File: src/rtl/serial_adder_pkg.sv
// Shared types and constants for the bit-serial adder.
package serial_adder_pkg;

  typedef enum logic [1:0] {
    IDLE = 2'd0,
    RUN  = 2'd1,
    DONE = 2'd2
  } adder_state_t;

  localparam int DEFAULT_WIDTH = 8;

endpackage

File: src/rtl/serial_adder_fa.sv
// One-bit full adder cell used as the per-bit datapath of the serial adder.
module FullAdder (
  input  logic a,
  input  logic b,
  input  logic cIn,
  output logic sum,
  output logic cOut
);

  assign sum  = a ^ b ^ cIn;
  assign cOut = (a & b) | (cIn & (a ^ b));

endmodule

File: src/rtl/serial_adder.sv
// Bit-serial WIDTH-bit adder: latches operands on start, adds one bit pair per
// clock LSB first through a FullAdder, then presents sum/cOut with a done pulse.
module serial_adder
  import serial_adder_pkg::*;
#(
  parameter int WIDTH = DEFAULT_WIDTH
) (
  input  logic             clk,
  input  logic             rst_n,
  input  logic             start,
  input  logic [WIDTH-1:0] a,
  input  logic [WIDTH-1:0] b,
  input  logic             cIn,
  output logic             busy,
  output logic             done,
  output logic [WIDTH-1:0] sum,
  output logic             cOut
);

  localparam int CNT_W = (WIDTH > 1) ? $clog2(WIDTH) : 1;
  localparam logic [CNT_W-1:0] CNT_LAST = CNT_W'(WIDTH - 1);

  adder_state_t     state_q, state_d;
  logic [WIDTH-1:0] op_a_q, op_a_d;
  logic [WIDTH-1:0] op_b_q, op_b_d;
  logic [WIDTH-1:0] res_q, res_d;
  logic [WIDTH-1:0] sum_q, sum_d;
  logic [CNT_W-1:0] cnt_q, cnt_d;
  logic             carry_q, carry_d;
  logic             cout_q, cout_d;

  logic             fa_sum;
  logic             fa_cout;
  logic [WIDTH-1:0] res_shift;

  FullAdder u_fa (
    .a    (op_a_q[0]),
    .b    (op_b_q[0]),
    .cIn  (carry_q),
    .sum  (fa_sum),
    .cOut (fa_cout)
  );

  // New sum bit enters at the MSB so the LSB computed first ends up at bit 0.
  assign res_shift = (res_q >> 1) | (WIDTH'(fa_sum) << (WIDTH - 1));

  always_comb begin
    state_d = state_q;
    op_a_d  = op_a_q;
    op_b_d  = op_b_q;
    res_d   = res_q;
    sum_d   = sum_q;
    cnt_d   = cnt_q;
    carry_d = carry_q;
    cout_d  = cout_q;

    case (state_q)
      IDLE, DONE: begin
        if (start) begin
          op_a_d  = a;
          op_b_d  = b;
          carry_d = cIn;
          cnt_d   = '0;
          res_d   = '0;
          state_d = RUN;
        end else begin
          state_d = IDLE;
        end
      end
      RUN: begin
        op_a_d  = op_a_q >> 1;
        op_b_d  = op_b_q >> 1;
        res_d   = res_shift;
        carry_d = fa_cout;
        cnt_d   = cnt_q + CNT_W'(1);
        if (cnt_q == CNT_LAST) begin
          sum_d   = res_shift;
          cout_d  = fa_cout;
          state_d = DONE;
        end
      end
      default: state_d = IDLE;
    endcase
  end

  always_ff @(posedge clk or negedge rst_n) begin
    if (!rst_n) begin
      state_q <= IDLE;
      op_a_q  <= '0;
      op_b_q  <= '0;
      res_q   <= '0;
      sum_q   <= '0;
      cnt_q   <= '0;
      carry_q <= 1'b0;
      cout_q  <= 1'b0;
    end else begin
      state_q <= state_d;
      op_a_q  <= op_a_d;
      op_b_q  <= op_b_d;
      res_q   <= res_d;
      sum_q   <= sum_d;
      cnt_q   <= cnt_d;
      carry_q <= carry_d;
      cout_q  <= cout_d;
    end
  end

  assign busy = (state_q == RUN);
  assign done = (state_q == DONE);
  assign sum  = sum_q;
  assign cOut = cout_q;

endmodule

File: config.mk
export PLATFORM = sky130hd
export DESIGN_NAME = serial_adder
export DESIGN_NICKNAME = d
export VERILOG_FILES = /design/src/rtl/serial_adder_pkg.sv /design/src/rtl/serial_adder_fa.sv /design/src/rtl/serial_adder.sv
export SDC_FILE = /design/constraint.sdc
export NUM_CORES = 1
export LEC_CHECK = 0
export CORE_UTILIZATION = 52
export DETAILED_ROUTE_END_ITERATION = 8
export PLACE_DENSITY = 0.79
export SYNTH_ARGS = -nofsm -noshare
export SYNTH_HDL_FRONTEND = slang
export SYNTH_SLANG_ARGS = --single-unit
File: constraint.sdc
create_clock -name clk -period 3.1 [get_ports clk]
set_input_delay 0.465 -clock clk [delete_from_list [all_inputs] [get_ports clk]]
set_output_delay 0.465 -clock clk [all_outputs]
set_load 0.01 [all_outputs]
## Yosys cells after proc, flatten, opt, wreduce, memory -nomap -nowiden

Cells that the tools add are included.

| operators by class | value |
|---|---|
| $add $sub $neg | 1 |
| multipliers | 0 |
| divide/modulo/power cells | 0 |
| magnitude comparators | 0 |
| eq/ne operators | 5 |
| shifts and indexed selects | 0 |
| muxes and demuxes | 13 |
| bitwise operators | 6 |
| reductions and logical operators | 5 |

Operators by type and width:

| cell | count |
|---|---|
| $pmux W8 S2 | 3 |
| $mux W8 | 3 |
| $or A7 B8 Y8 | 1 |
| $pmux W3 S2 | 1 |
| $pmux W2 S2 | 1 |
| $reduce_and A2 Y1 | 2 |
| $add A3 B1 Y3 const B | 1 |
| $eq A3 B3 Y1 const B | 1 |
| $mux W3 | 1 |
| $and A1 B1 Y1 | 2 |
| $eq A2 B1 Y1 const B | 1 |
| $eq A2 B2 Y1 const B | 1 |
| $logic_not A2 Y1 | 1 |
| $mux W1 | 2 |
| $mux W2 | 1 |
| $ne A2 B1 Y1 const B | 1 |
| $ne A2 B2 Y1 const B | 1 |
| $pmux W1 S2 | 1 |
| $reduce_bool A2 Y1 | 1 |
| $reduce_or A2 Y1 | 1 |
| $xor A1 B1 Y1 | 2 |
| $or A1 B1 Y1 | 1 |

| storage, ports and cells | value |
|---|---|
| flip-flop bits (word level) | 39 |
| latch bits | 0 |
| RAM bits | 0 |
| ROM bits | 0 |
| input bits | 20 |
| output and inout bits | 11 |
| memories | 0 |

## Depth between registers and ports, before layout

| logic depth | value |
|---|---|
| depth after elaboration | 4 |
| depth in mapped cells | 5 |
| gate-level depth less buffers | 4 |

## Hierarchy

A second synthesis with hierarchy kept.

| unflattened totals | value |
|---|---|
| cell total of the unflattened synthesis | 159 |
| area total of the unflattened synthesis | 1959.4 µm² |

By module, submodules not included:

| module | instances | cells each | area each (µm²) | seq. area each (µm²) |
|---|---|---|---|---|
| serial_adder | 1 | 158 | 1939.4 | 950.9 |
| FullAdder | 1 | 1 | 20.0 | 0.0 |

## Worst setup path after synthesis

No wires, ideal clock.

| timing | value |
|---|---|
| path kind | reg2reg |
| from | reg cnt_q[0] |
| to | reg cnt_q[2] |
| library setup time | 0.121 ns |
| arrival | 1.260 ns |
| required time | 2.979 ns |
| slack | 1.719 ns |
| stages on the path, launching flop included | 5 |
| path buffers | 0 |
| clock period less this slack | 1.381 ns |
| cell sequence | dfrtp_1 > ha_1 > ha_1 > mux2_4 > a22o_1 |

| on the way | value |
|---|---|
| cells in the longest elaborated chain, start to end | 2 |

Ends and longest elaborated chain:

| item | line | text |
|---|---|---|
| start: declaration | serial_adder.sv:28 | `logic [CNT_W-1:0] cnt_q, cnt_d;` |
| start signal: assignment | serial_adder.sv:102 | `cnt_q <= cnt_d;` |
| $add A3 B1 Y3 | serial_adder.sv:75 | `cnt_d = cnt_q + CNT_W'(1);` |
| $pmux W3 S2 | serial_adder.sv:57 | `case (state_q)` |

Every way passes these cells.
A chain may end at the register's enable or synchronous reset.

## Final worst setup path

| timing | value |
|---|---|
| from | reg state_q[1] |
| to | out busy |

| on the way | value |
|---|---|
| cells in the longest elaborated chain, start to end | 1 |

Ends and longest elaborated chain:

| item | line | text |
|---|---|---|
| start: declaration | serial_adder.sv:23 | `adder_state_t state_q, state_d;` |
| start signal: assignment | serial_adder.sv:97 | `state_q <= state_d;` |
| $eq A2 B1 Y1 | serial_adder.sv:108 | `assign busy = (state_q == RUN);` |
| end: declaration | serial_adder.sv:14 | `output logic busy,` |

Every way passes these cells.

==> results.txt <==
CP Data Required Time -> 2630 ps
final worst-path cycle share -> 78.27%
Yosys top cell by area -> dfrtp_1
Yosys reg bits -> 38
Worst R2R Path Depth -> 5
Root Buffer -> clkbuf_4
Cell Pwr Density -> 931.3 mW/mm^2
fin nets -> 195
H-tree levels -> 2
Max Slew Vio Count -> 0
status -> finished clean
design area -> 0.002162 mm^2
Worst-Skew Late Latency -> 340 ps
first-pass GRT wire length -> 5.181 mm
gr ovfl total -> 0
HPWL reported at the end of detailed placement -> 2.190 mm
Post-Synthesis Cells -> 141
vias in the first global route -> 1,186
final hold vios -> 0
Critical Path End Type -> primary output
Post-CTS Setup Inserts -> 0
IO Pins -> 31
synth warn -> 0
post-DR wirelength/cell -> 14.54 um
Post-Place Cell Area -> 0.002102 mm^2
initial antenna violation count -> 0
post-route DRC violation count -> 0
Net Switching -> 0.0006948 W
pin count of the biggest net entering global routing -> 39
area grow syn2layout -> 20.84%
GP Congestion -> 0.7365
hold_buf cts -> 0
Setup Skew -> 7.823 ps
die width -> 60.66 um
Commonest cells post-synth -> dfrtp_1 (38), a21oi_1 (15), inv_1 (13)
register area share after synthesis -> 53.15%
Starting DRT DRC Count -> 32
Yosys top cell area share -> 53.15%
synth unique cells -> 25
cell area after synthesis -> 0.001789 mm^2
Vias -> 1,177
top post-synthesis cells by area -> dfrtp_1 (53%), mux2_4 (10%), a22o_1 (5.4%)
syn_nets -> 164
Post-synth EDFFs -> 0
crit path time final -> 2426 ps
Mean Syn Cell Area -> 12.69 um^2
clock tree sinks -> 38
Reg clk slew, reported paths -> 110 ps
die height -> 60.66 um
Tightest Pin Transition -> 480.2 ps
layout cell share with drive strength beyond 1 -> 17.92%
CORE AREA -> 0.003153 mm^2
reg-to-reg slack, setup -> 1420 ps
clock tree buffer depth -> 2
Crit Path Max Fanout -> 13
startpoint types -> flop
Worst Path Arrival -> 1960 ps
Post-synth top flop -> dfrtp_1
reg2reg end -> sum[1]$_DFFE_PN0P_
Antenna Cells -> 0
# port buffers -> 30
leakage -> 1.006 nW
Fmax -> 412.1 MHz
peak supply drop -> 0.4236 mV
# rows -> 20
min-delay worst type -> flop to flop
P_int -> 0.001319 W
TritonCTS clock tree -> done
Initial Utilization -> 56.75%
cell depth of the worst min-delay path -> 1
number of routed nets with antenna violations -> 0
Routed WL -> 3.156 mm
cell with the most instances after synthesis -> dfrtp_1
Max Cap Viol -> 0
Clock power frac -> 13.4%
setup violators final -> 0
Hold Crit Start -> sum[2]$_DFFE_PN0P_
Setup CP Type -> flop to primary output
total negative slack -> 0 ps
DR pass1 iterations -> 4
Hold Crit Endpoint -> sum[2]$_DFFE_PN0P_
final core area utilization -> 68.57%
CTS Buf Count -> 5
RSZ-0062 raised after global routing -> false
Total GRT Usage -> 19.68%
vias per inst -> 5.424
Post-synth ARST share -> 100.0%
Slew HR -> 67.99%
die area -> 0.003680 mm^2
net switching fraction of the power -> 34.50%
post-CTS resize count -> 0
register share of total power -> 43.2%
Reg-to-Reg Start -> state_q[1]$_DFFE_PN0P_
combinational share of power -> 43.4%
final cells by class:
class / instances / area, um^2
clock buffers: 7 / 55.05
clock inverters: 1 / 5.005
fillers: 272 / 991.0
inverters: 14 / 57.56
multi-input cells: 80 / 715.7
flip-flops and latches: 38 / 950.9
well taps: 44 / 55.05
repair buffers: 33 / 322.8
cells by family (layout without fill, tap and decap cells):
kind of cell / Yosys count / count (layout) / share of synthesized area [%]
AO/OA/AOI/OAI: 44 / 44 / 16.08
flip-flops: 38 / 38 / 53.15
buffers and inverters: 23 / 55 / 6.853
multiplexers: 22 / 22 / 16.01
AND/OR/NAND/NOR: 10 / 10 / 4.895
adder cells (fa/ha/maj): 3 / 3 / 2.517
XOR/XNOR: 1 / 1 / 0.4896
per-layer routing:
metal	share of wire (%)	up-vias	wire length, um	GRT usage (%)
met2	50	32	1585	34.54
li1	-	564	-	-
met3	3.9	7	122	5.757
met5	0	-	0	0
met1	45	574	1405	23.00
met4	1.4	0	43	6.818
state kept, by name, indices dropped and copies added (netlist names):
register,count
op_a_q,8
op_b_q,8
sum,8
res_q,7
cnt_q,3
state_q,2
cOut,1
carry_q,1
cell usage in the layout (no fill, tap or decap), drive strengths merged, types with 3 or more instances in the layout:
cell	Yosys	layout
clkdlybuf4s50	0	30
inv	14	14
o22ai	11	11
mux2i	5	5
clkbuf	2	7
a211oi	4	4
nor2b	5	5
mux2	17	17
a22o	11	11
a21oi	15	15
dfrtp	38	38
buf	7	3
power by group through the flow:
| stage | clock network (W) | logic (W) | registers [W] |
|---|---|---|---|
| 3_5_place_dp | 0 | 0.000882 | 0.000880 |
| 3_3_place_gp | 0 | 0.000842 | 0.000870 |
| 5_1_grt | 0.000297 | 0.000957 | 0.000897 |
| 6_report | 0.000270 | 0.000874 | 0.000870 |
| 2_1_floorplan | 0 | 0.000635 | 0.000858 |
| 4_1_cts | 0.000276 | 0.000886 | 0.000871 |
critical path, cell delays in order, from the launching register on:
cell	delay, ps
dfrtp_1	500
buf_4	240
nand2b_4	230
inv_6	110
clkdlybuf4s50_1	540
stage by stage:
step	setup slack (ps)	hold WS (ps)	power, W	cells
after floorplan	1719	169.4	0.001493	141
after detailed placement	1007	499.8	0.001762	209
after global routing	586.6	539.8	0.002152	217
after global placement	1070	489.6	0.001711	209
final	673.5	523.8	0.002014	217
after CTS	659.7	522.6	0.002033	217
worst max-delay path by stage:
stage | from | endpoint | slack (ps)
floorplan | cnt_q[0]$_DFFE_PN0P_ | cnt_q[2]$_DFFE_PN0P_ | 1720
global placement | state_q[1]$_DFFE_PN0P_ | busy | 1070
detailed placement | start | op_a_q[4]$_DFFE_PN0P_ | 1010
CTS | state_q[1]$_DFFE_PN0P_ | busy | 660
global route | state_q[1]$_DFFE_PN0P_ | busy | 590
finish | state_q[1]$_DFFE_PN0P_ | busy | 670
Power figures use the tool's default switching activity.
==> edit 1: new RTL, same flow settings <==
Encoding of `adder_state_t`: now one-hot (3 bits for 3 states).
--- a/src/rtl/serial_adder_pkg.sv
+++ b/src/rtl/serial_adder_pkg.sv
@@ -1,10 +1,10 @@
 // Shared types and constants for the bit-serial adder.
 package serial_adder_pkg;
 
-  typedef enum logic [1:0] {
-    IDLE = 2'd0,
-    RUN  = 2'd1,
-    DONE = 2'd2
+  typedef enum logic [2:0] {
+    IDLE = 3'b001,
+    RUN  = 3'b010,
+    DONE = 3'b100
   } adder_state_t;
 
   localparam int DEFAULT_WIDTH = 8;
Check against the original RTL: no difference found for any inputs over 10 cycles, from zero or initial values and one cycle with rst_n low; not proved beyond that.
==> edit 1 against the original RTL <==
Wire length up 13%; combinational power shrank 33%; area after synthesis is 0.21% higher; power down 15%; worst setup slack better by 0.17 ns; register-to-register slack got worse by 0.28 ns; design area up 0.75%; sequential cell count grew 1.
==> edit 1: results (changes against the original RTL) <==
* Reg-to-reg endpoint: sum[0]
* Setup slack, reg-to-reg at 1.14 ns (-0.28 ns)
* Net Count, Synth at 194 (+18%)
* Net Sw Frac at 0.3546 (+0.009607)
* Clk Latency, worst-skew pair at 0.34 ns (about the same)
* Layout fillers at 256 (-5.9%)
* Setup WS pre-CTS at 0.8836 ns (-0.1236 ns)
* CP Max Fanout at 4 (-9)
* CTS clk-pin slew, worst paths at 0.11 ns (about the same)
* Num CTS Buffers at 5 (unchanged)
* # diodes at 0 (unchanged)
* Initial antenna violation count at 0 (unchanged)
* First-pass GRT wire length at 5.940 mm (+15%)
* CP endpoint: busy
* Routed vias/inst at 5.631 (+3.8%)
* Nets at 222 (+14%)
* Worst slew pin tran at 0.8269 ns (+0.3467 ns)
* Total track usage at 0.2243 (+0.02751)
* Synth cell count leaders: dfrtp_1 (38), nand2_1 (33), nand3_1 (32)
* RePlAce Congestion at 0.7959 (+8.1%)
* Detailed Place HPWL at 2.353 mm (+7.4%)
* DRT iter0 DRCs at 49 (+53%)
* Final Skew at 0.009632 ns (+0.001809 ns)
* CTS H-tree depth at 2 (unchanged)
* Max Root-Sink Buffers at 2 (unchanged)
* Leak Pwr at 0.9429 nW (-6.3%)
* Post-synthesis sequential area ratio at 0.5450 (+0.01354)
* Vias in the first global route at 1298 (+9.4%)
* Postcts setup bufs at 0 (unchanged)
* Area contributors post-synth: dfrtp_1 (53%), nand3_1 (8.9%), mux2_4 (7.5%)
* CTS resizes at 0 (unchanged)
* Largest net degree at the start of global routing at 40 (+2.6%)
* Minimum clock period at 2.253 ns (-0.1736 ns)
* Yosys warnings at 0 (unchanged)
* Critical Path Source: state_q[2]
* Distinct cells, synth at 26 (+4.0%)
* Asr flop ratio synth at 1.000 (unchanged)
* Hold crit path type: in2async
* DRT Pass-1 Iters at 4 (unchanged)
* Arrival time at the worst endpoint at 1.79 ns (-0.17 ns)
* Main flop type after synthesis: dfrtp_1
* Outcome: finished, final reports clean
* Root Driver: clkbuf_4
* Peak supply drop at 0.4425 mV (+4.5%)
* IO buf count at 30 (unchanged)
* Reg2Reg Depth at 5 (unchanged)
* Share of layout cells above drive strength 1 at 0.1300 (-0.04919)
* Final wirelength at 3.575 mm (+13%)
## edit 1: how the worst min path moves through the flow
stage	start	end	slack (ns)	cells after the start
3_3_place_gp	op_b_q[7]	op_b_q[6]	0.45	2
5_1_grt	rst_n	sum[4]	0.26	1
4_1_cts	rst_n	sum[4]	0.24	1
2_1_floorplan	rst_n	cOut	0.17	0
6_report	rst_n	sum[4]	0.20	1
3_5_place_dp	op_a_q[7]	op_a_q[6]	0.46	2
## edit 1: layer usage
layer / track usage / part of all wire / vias up
met1: 0.2911 / 0.45 / 672
li1: - / - / 654
met3: 0.06397 / 0.044 / 7
met2: 0.3658 / 0.49 / 41
met4: 0.07143 / 0.011 / 0
met5: 0 / 0 / -
## edit 1: area by class of cell
| cell class | count | area (µm²) | area share |
|---|---|---|---|
| sequential | 39 | 977.2 | 0.4486 |
| multi-input combinational | 117 | 723.2 | 0.3320 |
| tap | 44 | 55.05 | 0.02527 |
| timing repair buffer | 35 | 332.8 | 0.1528 |
| clock buffer | 6 | 51.30 | 0.02355 |
| clock inverter | 2 | 35.03 | 0.01608 |
| inverter | 1 | 3.754 | 0.001723 |
## edit 1: kinds of logic (layout without fill, tap and decap cells)
| group | after synthesis | count (layout) | synth area share |
|---|---|---|---|
| AO/OA/AOI/OAI | 31 | 31 | 0.1096 |
| flip-flops | 39 | 39 | 0.5450 |
| XOR/XNOR | 2 | 2 | 0.009771 |
| adder cells (fa/ha/maj) | 3 | 3 | 0.02512 |
| AND/OR/NAND/NOR | 72 | 72 | 0.1835 |
| buffers and inverters | 15 | 44 | 0.05164 |
| multiplexers | 9 | 9 | 0.07537 |
## edit 1: worst max-delay path: stages (launching register included)
cell and delay, ns:
dfrtp_1 0.43, or3b_1 0.40, inv_2 0.08, clkdlybuf4s50_1 0.53
## edit 1: per-stage QoR
step | hold slack (ns) | utilization | std cells | cell area, µm²
3_5_place_dp | 0.4638 | 0.6635 | 236 | 2092
6_report | 0.2000 | 0.6909 | 244 | 2178
5_1_grt | 0.2579 | 0.6909 | 244 | 2178
2_1_floorplan | 0.1694 | - | 171 | 1793
4_1_cts | 0.2376 | 0.6909 | 244 | 2178
3_3_place_gp | 0.4534 | 0.6635 | 236 | 2092
## edit 1: power groups by stage
stage	combinational (mW)	sequential, mW	clock [mW]
2_1_floorplan	0.443	0.755	0
5_1_grt	0.663	0.795	0.385
3_3_place_gp	0.568	0.773	0
3_5_place_dp	0.587	0.784	0
6_report	0.586	0.778	0.354
4_1_cts	0.590	0.775	0.362
==> edit 2: new RTL, config.mk and constraints unchanged <==
Made on the original files. Set the package constant `DEFAULT_WIDTH` to 16 (it was 8).
--- a/src/rtl/serial_adder_pkg.sv
+++ b/src/rtl/serial_adder_pkg.sv
@@ -7,7 +7,7 @@
     DONE = 2'd2
   } adder_state_t;
 
-  localparam int DEFAULT_WIDTH = 8;
+  localparam int DEFAULT_WIDTH = 16;
 
 endpackage
 
Interface: changed (resized a, b and sum); port bits go from 31 to 55. No check against the original RTL was run, so the function may have changed too.
==> edit 2 against the original RTL <==
First-iteration DRC count rose to 5.5 times the old value; wire length is 82% higher; largest power group is now registers; design area is 72% higher; combinational power up 62%; worst setup slack better by 0.33 ns; area after synthesis is 65% higher; power grew 90%; count of clock-buffer cells in the layout increased by 4; sequential cell count up 33; highest routed layer unchanged.
==> edit 2: results (changes against the original RTL) <==
* Detailed Place HPWL at 3.732 mm (+70%)
* RePlAce Congestion at 0.7242 (-1.7%)
* Worst slew pin tran at 0.6005 ns (+0.1203 ns)
* Total track usage at 0.2184 (+0.02156)
* Hold Slack at 0.1176 ns (-0.4063 ns)
* Num CTS Buffers at 9 (+4)
* Synth cell count leaders: dfrtp_1 (71), nand2_1 (34), nand3_1 (33)
* Inst Count DP at 352 (+68%)
* Leak Pwr at 1.737 nW (+73%)
* Vias at 2063 (+75%)
* Synth Area in Compound Gates at 0.1371 (-0.02374)
* Net Count, Synth at 276 (+68%)
* Gate count after technology mapping at 238 (+69%)
* Largest net degree at the start of global routing at 52 (+33%)
* IO buf count at 54 (+80%)
* Register area at 1777 µm² (+87%)
* Setup slack, reg-to-reg at 1.28 ns (-0.14 ns)
* CTS clk-pin slew, worst paths at 0.07 ns (-0.04 ns)
* Synth Area in XOR/XNOR at 0 (-0.004895)
* Layout fillers at 436 (+60%)
* Postcts setup bufs at 0 (unchanged)
* Area contributors post-synth: dfrtp_1 (60%), a22oi_1 (7.9%), a22o_1 (5.6%)
* Nets at 329 (+69%)
* Outcome: finished, final reports clean
* Hold crit path type: in2async
* Peak supply drop at 0.8177 mV (+93%)
* Reg-to-reg endpoint: sum[5]
* Post-synthesis sequential area ratio at 0.6027 (+0.07125)
* CP Max Fanout at 17 (+4)
* Mux cell area share after synthesis at 0.08319 (-0.07695)
* Final Skew at 0.008139 ns (+0.0003166 ns)
* Share of layout cells above drive strength 1 at 0.1458 (-0.03343)
* Area post-placement at 3517 µm² (+67%)
* Adder-Cell Fraction of Synth Area at 0.01104 (-0.01414)
* Distinct cells, synth at 22 (-12%)
* Setup WS pre-CTS at 1.137 ns (+0.1300 ns)
[edit 2: cells by family after synthesis]
logic type / after synthesis
mux: 19
flops: 71
buf+inv: 20
simple gates: 75
compound gates: 51
fa+ha+maj: 2
[edit 2: final cells by class]
type / instances / share of cell area
repair buffers: 61 / 0.1577
flip-flops and latches: 71 / 0.4765
clock inverters: 4 / 0.01879
clock buffers: 11 / 0.03792
inverters: 1 / 0.001678
multi-input cells: 147 / 0.2832
well taps: 72 / 0.02416
[edit 2: power breakdown]
group	internal [mW]	switching, mW	total [mW]
Clock	0.468	0.333	0.801
Sequential	1.34	0.269	1.61
Combinational	0.728	0.691	1.42
Total	2.54	1.29	3.83
[edit 2: worst max path at each step]
stage | startpoint | endpoint | slack [ns] | cells after the start
after CTS | state_q[1] | busy | 0.99 | 4
final | state_q[1] | busy | 1.00 | 4
after global placement | start | cnt_q[2] | 1.18 | 5
after detailed placement | start | cnt_q[2] | 1.14 | 5
after global routing | state_q[1] | busy | 0.92 | 4
after floorplan | cnt_q[0] | sum[10] | 1.62 | 5
[edit 2: layer usage]
metal | wire, µm | share of wire | global-route usage | up-vias
met4 | 72 | 0.013 | 0.1189 | 0
met1 | 2686 | 0.47 | 0.3080 | 1024
met3 | 318 | 0.055 | 0.05000 | 8
met2 | 2663 | 0.46 | 0.3124 | 65
li1 | - | - | - | 966
met5 | 0 | 0 | 0 | -
[edit 2: critical path: stages, from the launching register on]
cell	delay, ns
dfrtp_1	0.37
nand2b_1	0.14
buf_4	0.20
inv_4	0.06
clkdlybuf4s50_1	0.52
